===== src/rtl/conv_kernel_scheduler.sv =====
// Runs the 3x3 line-buffered convolution datapath over the stored image once per kernel:
// fetch the kernel word, flush the datapath, stream all pixels, forward tagged results.
module conv_kernel_scheduler #(
   parameter  int input_width   = 8,
   parameter  int k_width       = 12,
   parameter  int k_size        = 9,
   parameter  int im_dim        = 28,
   parameter  int n_kernels     = 4,
   parameter  int drain_timeout = 64,
   localparam int KAW           = (n_kernels > 1) ? $clog2(n_kernels) : 1,
   localparam int AW            = $clog2(im_dim * im_dim),
   localparam int KVW           = k_width * k_size
) (
   input  logic                   clk_i,
   input  logic                   rst_i,
   input  logic                   start_i,
   output logic                   busy_o,
   output logic                   done_o,
   output logic                   err_o,
   output logic [KAW-1:0]         kmem_addr_o,
   input  logic [KVW-1:0]         kmem_data_i,
   output logic [AW-1:0]          img_addr_o,
   input  logic [input_width-1:0] img_data_i,
   output logic                   filt_rst_no,
   output logic [KVW-1:0]         filt_k_val_o,
   output logic [input_width-1:0] filt_pixel_o,
   output logic                   filt_pix_valid_o,
   input  logic [7:0]             filt_pixel_i,
   input  logic                   filt_conv_finished_i,
   input  logic                   filt_finished_i,
   output logic [7:0]             out_pixel_o,
   output logic                   out_valid_o,
   output logic [KAW-1:0]         out_kernel_o,
   output logic                   out_last_o,
   output logic [2:0]             dbg_state_o
);

   typedef enum logic [2:0] {
      S_IDLE, S_LOAD_K, S_LATCH_K, S_FLUSH, S_STREAM, S_DRAIN, S_NEXT
   } state_t;

   localparam int NPIX = im_dim * im_dim;
   localparam int NOUT = (im_dim - 2) * (im_dim - 2);
   localparam int OW   = $clog2(NOUT + 1);
   localparam int DW   = $clog2(drain_timeout + 1);

   localparam logic [AW-1:0]  PIX_LAST   = AW'(NPIX - 1);
   localparam logic [OW-1:0]  OUT_LAST   = OW'(NOUT - 1);
   localparam logic [OW-1:0]  OUT_FULL   = OW'(NOUT);
   localparam logic [DW-1:0]  DRAIN_LAST = DW'(drain_timeout - 1);
   localparam logic [KAW-1:0] K_LAST     = KAW'(n_kernels - 1);

   state_t           state_q, state_d;
   logic [KAW-1:0]   k_idx_q, k_idx_d;
   logic             flush_q, flush_d;
   logic [AW-1:0]    pix_cnt_q, pix_cnt_d;
   logic [DW-1:0]    drain_cnt_q, drain_cnt_d;
   logic [OW-1:0]    out_cnt_q, out_cnt_d;
   logic             err_q, err_d;
   logic [KVW-1:0]   k_val_q, k_val_d;
   logic             pix_valid_q, pix_valid_d;
   logic             out_valid_q, out_valid_d;
   logic             out_last_q, out_last_d;
   logic [7:0]       out_pixel_q, out_pixel_d;
   logic [KAW-1:0]   out_kernel_q, out_kernel_d;
   logic             done;

   always_comb begin
      state_d      = state_q;
      k_idx_d      = k_idx_q;
      flush_d      = flush_q;
      pix_cnt_d    = pix_cnt_q;
      drain_cnt_d  = drain_cnt_q;
      out_cnt_d    = out_cnt_q;
      err_d        = err_q;
      k_val_d      = k_val_q;
      pix_valid_d  = 1'b0;
      out_valid_d  = 1'b0;
      out_last_d   = 1'b0;
      out_pixel_d  = out_pixel_q;
      out_kernel_d = out_kernel_q;
      done         = 1'b0;

      // Results are accepted only while an image is in flight; overflow is dropped and flagged.
      if ((state_q == S_STREAM || state_q == S_DRAIN) && filt_conv_finished_i) begin
         if (out_cnt_q < OUT_FULL) begin
            out_valid_d  = 1'b1;
            out_last_d   = (out_cnt_q == OUT_LAST);
            out_pixel_d  = filt_pixel_i;
            out_kernel_d = k_idx_q;
            out_cnt_d    = out_cnt_q + 1'b1;
         end else begin
            err_d = 1'b1;
         end
      end

      case (state_q)
         S_IDLE: begin
            if (start_i) begin
               state_d = S_LOAD_K;
               k_idx_d = '0;
               err_d   = 1'b0;
            end
         end
         S_LOAD_K:  state_d = S_LATCH_K;
         S_LATCH_K: begin
            k_val_d = kmem_data_i;
            flush_d = 1'b0;
            state_d = S_FLUSH;
         end
         S_FLUSH: begin
            pix_cnt_d   = '0;
            out_cnt_d   = '0;
            drain_cnt_d = '0;
            flush_d     = 1'b1;
            if (flush_q) begin
               flush_d = 1'b0;
               state_d = S_STREAM;
            end
         end
         S_STREAM: begin
            pix_valid_d = 1'b1;
            if (pix_cnt_q == PIX_LAST) state_d = S_DRAIN;
            else                       pix_cnt_d = pix_cnt_q + 1'b1;
         end
         S_DRAIN: begin
            drain_cnt_d = drain_cnt_q + 1'b1;
            if (filt_finished_i) begin
               state_d = S_NEXT;
               if (out_cnt_d != OUT_FULL) err_d = 1'b1;
            end else if (drain_cnt_q == DRAIN_LAST) begin
               err_d   = 1'b1;
               state_d = S_NEXT;
            end
         end
         S_NEXT: begin
            if (k_idx_q == K_LAST) begin
               done    = 1'b1;
               state_d = S_IDLE;
            end else begin
               k_idx_d = k_idx_q + 1'b1;
               state_d = S_LOAD_K;
            end
         end
         default: state_d = S_IDLE;
      endcase
   end

   always_ff @(posedge clk_i) begin
      if (rst_i) begin
         state_q      <= S_IDLE;
         k_idx_q      <= '0;
         flush_q      <= 1'b0;
         pix_cnt_q    <= '0;
         drain_cnt_q  <= '0;
         out_cnt_q    <= '0;
         err_q        <= 1'b0;
         k_val_q      <= '0;
         pix_valid_q  <= 1'b0;
         out_valid_q  <= 1'b0;
         out_last_q   <= 1'b0;
         out_pixel_q  <= '0;
         out_kernel_q <= '0;
      end else begin
         state_q      <= state_d;
         k_idx_q      <= k_idx_d;
         flush_q      <= flush_d;
         pix_cnt_q    <= pix_cnt_d;
         drain_cnt_q  <= drain_cnt_d;
         out_cnt_q    <= out_cnt_d;
         err_q        <= err_d;
         k_val_q      <= k_val_d;
         pix_valid_q  <= pix_valid_d;
         out_valid_q  <= out_valid_d;
         out_last_q   <= out_last_d;
         out_pixel_q  <= out_pixel_d;
         out_kernel_q <= out_kernel_d;
      end
   end

   // The image BRAM output register already supplies the cycle of delay; gate it with the valid.
   assign filt_pixel_o     = pix_valid_q ? img_data_i : '0;
   assign filt_pix_valid_o = pix_valid_q;
   assign filt_rst_no      = ~rst_i & (state_q != S_FLUSH);
   assign filt_k_val_o     = k_val_q;
   assign kmem_addr_o      = k_idx_q;
   assign img_addr_o       = pix_cnt_q;
   assign busy_o           = (state_q != S_IDLE);
   assign done_o           = done;
   assign err_o            = err_q;
   assign out_pixel_o      = out_pixel_q;
   assign out_valid_o      = out_valid_q;
   assign out_kernel_o     = out_kernel_q;
   assign out_last_o       = out_last_q;
   assign dbg_state_o      = state_q;

endmodule

===== config.mk =====
export PLATFORM = sky130hd
export DESIGN_NAME = conv_kernel_scheduler
export DESIGN_NICKNAME = d
export VERILOG_FILES = /design/src/rtl/conv_kernel_scheduler.sv
export SDC_FILE = /design/constraint.sdc
export NUM_CORES = 1
export LEC_CHECK = 0
export ABC_AREA = 1
export CELL_PAD_IN_SITES_DETAIL_PLACEMENT = 0
export CELL_PAD_IN_SITES_GLOBAL_PLACEMENT = 1
export CORE_UTILIZATION = 29
export DETAILED_ROUTE_END_ITERATION = 7
export GPL_ROUTABILITY_DRIVEN = 0
export PLACE_DENSITY = 0.82
export SLEW_MARGIN = 10
export SYNTH_ARGS = -nofsm -noshare
export SYNTH_HDL_FRONTEND = slang
export SYNTH_SLANG_ARGS = --single-unit

===== constraint.sdc =====
create_clock -name clk_i -period 1.9 [get_ports clk_i]
set_input_delay 0.285 -clock clk_i [delete_from_list [all_inputs] [get_ports clk_i]]
set_output_delay 0.285 -clock clk_i [all_outputs]
set_load 0.02 [all_outputs]

==> key figures, run 1 <==
Status
  – Status: complete, no violations

Power
  – Pwr Density: 1300 nW/um^2
  – Lkg Pwr: 4.10 nW
  – VDD IR max: 0.644 mV

Route
  – Vias per cell: 4.51
  – Detailed Route WL: 19.5 mm
  – Initial DRC count: 328
  – Via count: 6209
  – DRT Pass-1 Iters: 4
  – WL per Instance: 14.1 um
  – DRC violation count after routing: 0
  – ANT nets after route: 0

Timing
  – Tightest Pin Transition: 528 ps
  – RSZ-0062 raised after global routing: false
  – Max-slew headroom: 64.8%
  – Tmin final: 1840 ps
  – Slew Limit Fails: 0
  – Final WS setup: 61.2 ps
  – Endpoints failing hold: 0
  – Final setup violation count: 0
  – Fin crit share: 96.8%
  – Setup Skew: 8.13 ps
  – Peak Freq: 0.544 GHz

Die
  – Die Span Y: 147 um
  – Core box area: 20400 um^2
  – Die width: 147 um
  – Die Area: 21500 um^2
  – Site row count: 52
  – Effective utilization at floorplan: 29.8%
  – # IOs: 277

Placement
  – Setup slack at placement: -15.2 ps
  – Dpl cell area: 9250 um^2
  – Post-DP HPWL: 13.4 mm
  – PortBufs: 276

Layout
  – Antenna Cells: 0
  – Design Area, Final: 9830 um^2
  – Final #Nets: 1228
  – Commonest non-fill, non-tap cells in the layout: clkdlybuf4s50_1 (266), nor2_1 (248), dfxtp_1 (152), o21ai_0 (115), nand2_1 (90)
  – Most common cell after layout, fill and taps aside: clkdlybuf4s50_1
  – Area Growth Syn to Fin: 61.8%
  – Layout cells sized above 1: 8.39%
  – Fillers: 2037

Logic synthesis
  – Synth Cell Area: 6070 um^2
  – Count of cell types in the netlist: 36
  – Post-synthesis sequential area ratio: 51.1%
  – Synth Instances: 817
  – Synthesized Nets: 950
  – Synth Area per Inst: 7.44 um^2
  – Number of synthesized register bits: 155
  – Dominant register cell in the synthesized netlist: dfxtp_1
  – YS warnings: 0
  – Asr flop ratio synth: 0%
  – Number of enable flip-flop cells after synthesis: 0

Setup path
  – CP Class: flip-flop to output pin
  – Critical Path End Type: output pin
  – Worst r2r path cells: 9
  – Arr. time, crit path: 1550 ps
  – CP required: 1620 ps
  – Critical path startpoint category: flip-flop
  – Worst R2R Setup Slack: 170 ps
  – Critical R2R Capture: out_kernel_o[0]
  – CP max FO: 9
  – Reg2reg start: out_cnt_q[5]

Global route
  – Congestion Overflow GR: 0
  – Initial antenna violation count: 0
  – All-Layer GR Usage: 18.4%
  – First-pass GRT wire length: 31.7 mm
  – Via count of the first global-routing pass: 6261
  – Largest net degree at the start of global routing: 96

Worst hold path
  – Worst Hold Depth: 3
  – HP Start: filt_pixel_i[7]
  – Min-delay worst type: primary input to flip-flop
  – Hold EP: out_pixel_o[7]

Clocking
  – Post-CTS Setup Inserts: 0
  – Clock-pin slew of the registers on the worst-case setup and hold paths: 70 ps
  – Num CTS Buffers: 17
  – TritonCTS clock tree: built
  – CTS Sinks: 155
  – Skew-Pair Late Insertion Delay: 430 ps
  – H-tree Lvls: 4
  – CTS Hold Bufs: 0
  – CTS root buffer: clkbuf_16
  – Clk buf depth: 2

Run
  – Max Cap Viol: 0
synthesized netlist by cell type, types with 2 or more instances:
cell / number / area, um^2
a21oi_1: 34 / 170
clkbuf_1: 24 / 90.1
inv_1: 45 / 169
o21ai_0: 115 / 576
nand4_1: 9 / 56.3
nor3_1: 5 / 25.0
a221oi_1: 2 / 17.5
nand3_2: 4 / 40.0
dfxtp_1: 155 / 3100
nor3b_2: 2 / 25.0
buf_1: 2 / 7.51
nand2_1: 90 / 338
nor2_1: 250 / 938
nor3_2: 2 / 20.0
nand2_2: 4 / 25.0
ha_1: 4 / 50.1
inv_2: 6 / 22.5
nand3_1: 22 / 110
o21ai_1: 3 / 15.0
nor4_1: 3 / 18.8
nor2_4: 2 / 22.5
buf_2: 14 / 70.1
a211oi_1: 4 / 30.0
nor2_2: 2 / 12.5
buf_4: 3 / 22.5
cells by family (layout without fill, tap and decap cells):
family / count (synthesis) / in the layout / share of synthesized area (%)
and+or+nand+nor: 397 / 397 / 27.1
AOI/OAI and AO/OA: 165 / 165 / 14.4
DFF: 155 / 155 / 51.1
buffers and inverters: 94 / 385 / 6.28
adders and majority gates: 4 / 4 / 0.824
xor gates and xnor gates: 2 / 2 / 0.288
worst max path at each step:
stage	startpoint	slack, ps	end
after floorplan	img_addr_o[0]	180	img_addr_o[7]
after global placement	filt_conv_finished_i	-40	err_o
after detailed placement	filt_conv_finished_i	-20	err_o
after CTS	dbg_state_o[0]	10	dbg_state_o[0]
after global routing	filt_pix_valid_o	0.4	filt_pixel_o[6]
final	filt_pix_valid_o	60	filt_pixel_o[4]
cell type report:
| class | instances | area [um^2] | area share (%) |
|---|---|---|---|
| Clock buffer | 17 | 425 | 4.33 |
| Clock inverter | 15 | 133 | 1.35 |
| Inverter | 51 | 193 | 1.96 |
| Multi-Input combinational cell | 568 | 2600 | 26.5 |
| Sequential cell | 155 | 3110 | 31.6 |
| Tap cell | 270 | 338 | 3.44 |
| Timing Repair Buffer | 302 | 3030 | 30.8 |
flip-flops by register name (all words and copies together) (netlist names):
signal	flops
flush_q	1
kmem_addr_o	2
out_valid_o	1
err_o	1
out_last_o	1
out_kernel_o	2
filt_k_val_o	108
out_pixel_o	8
out_cnt_q	10
dbg_state_o	3
drain_cnt_q	7
img_addr_o	10
filt_pix_valid_o	1
metal layers:
metal,up-vias,track usage [%],wire [um]
met4,0,6.20,321
met1,2782,21.6,8330
met2,210,29.7,8860
met5,-,0,0
met3,22,8.17,1950
li1,3195,-,-
power breakdown:
group / switching, mW / internal (mW) / total (mW)
clock network: 1.57 / 1.73 / 3.30
registers: 0.421 / 4.03 / 4.45
logic: 2.81 / 2.18 / 5.00
worst max-delay path, stage by stage, from the launching register on:
cell             delay (ps)
dfxtp_2                 420
nand2_1                  70
inv_1                    50
clkdlybuf4s50_1         590
through the flow:
stage          cells  hold slack [ps]  power (mW)  utilization (%)  setup TNS [ps]
2_1_floorplan    817              420        7.04                -               0
3_3_place_gp    1346              448        9.52             45.4           -38.2
3_5_place_dp    1346              456        9.52             45.4           -15.2
4_1_cts         1378              406        12.9             48.2               0
5_1_grt         1378              422        13.5             48.2               0
6_report        1378              427        12.8             48.2               0
repair_timing:
item | CTS | global route
hold endpoints to repair | 0 | 0
resized for setup | 5 | 16
pin swaps | 0 | 0
setup endpoints to repair | 12 | 19
(Power assumes the default switching activity.)
==> run 2, diff against run 1 <==
- CORE_MARGIN: unset -> 3
==> run 2 against run 1 <==
Against the previous run:
- cell area down 0.17%
- clock power about the same
- non-clock buffer count is 4 lower
- total power fell by 0.49%
- critical endpoint is now filt_pixel_o[3]
==> key figures, run 2 (same netlist as run 1, synthesis figures left out) <==
Power
  – Sw frac: 37.4%
  – Gate power share: 39.0%
  – VDD IR max: 0.587 mV
  – Clk pwr share: 25.9%
  – Internal: 7.95 mW
  – Overall Power: 12.7 mW
  – Seq pwr share: 35.1%
  – Pwr Density: 1290 nW/um^2
  – Lkg Pwr: 4.10 nW
  – P_sw: 4.74 mW

Die
  – Core box area: 20400 um^2
  – Die width: 151 um
  – Effective utilization at floorplan: 29.7%
  – Die Area: 22700 um^2
  – Site row count: 52
  – Die Span Y: 151 um
  – # IOs: 277

Setup path
  – Worst R2R Setup Slack: 190 ps
  – CP max FO: 9
  – Worst Setup SP: filt_pix_valid_o
  – Critical Path End Type: output pin
  – CP required: 1620 ps
  – Arr. time, crit path: 1530 ps
  – Critical path startpoint category: flip-flop
  – Worst r2r path cells: 11
  – Critical R2R Capture: img_addr_o[7]
  – CP Class: flip-flop to output pin
  – Worst setup endpoint: filt_pixel_o[3]
  – Reg2reg start: img_addr_o[0]

Layout
  – Final #Nets: 1224
  – Antenna Cells: 0
  – Multi-input logic area: 2600 um^2
  – Most common cell after layout, fill and taps aside: clkdlybuf4s50_1
  – Sequential Area: 3110 um^2
  – Layout cells sized above 1: 7.88%
  – Fillers: 2055
  – Design Area, Final: 9810 um^2
  – Largest register FFs: 108
  – Commonest non-fill, non-tap cells in the layout: clkdlybuf4s50_1 (265), nor2_1 (248), dfxtp_1 (153), o21ai_0 (115), nand2_1 (90)
  – Area Growth Syn to Fin: 61.5%

Clocking
  – Num CTS Buffers: 17
  – Skew-Pair Late Insertion Delay: 430 ps
  – Post-CTS Setup Inserts: 0
  – TritonCTS clock tree: built
  – Clk buf depth: 2
  – CTS Hold Bufs: 0
  – CTS Sinks: 155
  – H-tree Lvls: 4
  – CTS root buffer: clkbuf_16
  – Post-CTS resize count: 8
  – Clock-pin slew of the registers on the worst-case setup and hold paths: 70 ps

Global route
  – Initial antenna violation count: 0
  – Via count of the first global-routing pass: 5944
  – First-pass GRT wire length: 30.6 mm
  – Largest net degree at the start of global routing: 76
  – All-Layer GR Usage: 17.0%
  – Met1 Use GR: 19.8%
  – GR Util met3: 8.31%
  – Congestion Overflow GR: 0
  – Most Crowded Layer GR: met2
  – Grt met2 use: 27.9%

Timing
  – Slew Limit Fails: 0
  – Tmin final: 1820 ps
  – Tightest Pin Transition: 444 ps
  – Fin crit share: 95.7%
  – Final setup violation count: 0
  – RSZ-0062 raised after global routing: false
  – Endpoints failing hold: 0
  – Max-slew headroom: 70.3%
  – Setup Skew: 12.9 ps
  – Peak Freq: 0.550 GHz

Route
  – Initial DRC count: 264
  – DRC violation count after routing: 0
  – DRT Pass-1 Iters: 4
  – Detailed Route WL: 19.7 mm
  – ANT nets after route: 0
  – Via count: 6139
  – Vias per cell: 4.47
  – WL per Instance: 14.4 um

Status
  – Status: complete, no violations

Placement
  – PortBufs: 276
  – Dpl cell area: 9230 um^2
  – Post-DP HPWL: 14.2 mm

Run
  – Max Cap Viol: 0

Worst hold path
  – Min-delay worst type: primary input to flip-flop
run 2: power by group through the flow:
stage | logic [mW] | clock network, mW | registers [mW]
finish | 4.95 | 3.28 | 4.45
global route | 5.41 | 3.50 | 4.55
CTS | 5.03 | 3.38 | 4.46
detailed placement | 5.04 | 0 | 4.49
global placement | 5.04 | 0 | 4.48
floorplan | 1.65 | 0 | 5.40
run 2: critical path: stages, from the launching register on:
cell,delay (ps)
dfxtp_2,410
nand2_1,70
inv_1,50
clkdlybuf4s50_1,590
run 2: cell type report:
class	instances	share of cell area, %
flip-flops and latches	155	31.7
repair buffers	298	30.7
multi-input cells	568	26.5
clock buffers	18	4.48
well taps	270	3.44
inverters	51	1.96
clock inverters	14	1.26
run 2: metrics by stage:
step	utilization [%]	cells	TNS (ps)	hold WS, ps	setup WS (ps)
finish	48.0	1374	0	416	81.9
global route	48.0	1374	0	432	1.81
CTS	48.0	1374	0	395	10.9
detailed placement	45.2	1342	-26.2	453	-26.2
global placement	45.2	1342	-14.5	449	-14.5
floorplan	-	817	0	420	179
run 2: how the worst min path moves through the flow:
stage / cells past startpoint / from / endpoint / slack [ps]
after floorplan: 2 / kmem_data_i[44] / filt_k_val_o[44] / 420
after global placement: 2 / flush_q / flush_q / 450
after detailed placement: 2 / flush_q / flush_q / 450
after CTS: 3 / filt_pixel_i[0] / out_pixel_o[0] / 400
after global routing: 3 / kmem_data_i[73] / filt_k_val_o[73] / 430
final: 3 / filt_pixel_i[0] / out_pixel_o[0] / 420
run 2: metal layers:
metal | routed length [um] | vias up
li1 | - | 3181
met1 | 8300 | 2738
met2 | 9110 | 205
met3 | 2130 | 15
met4 | 192 | 0
met5 | 0 | -
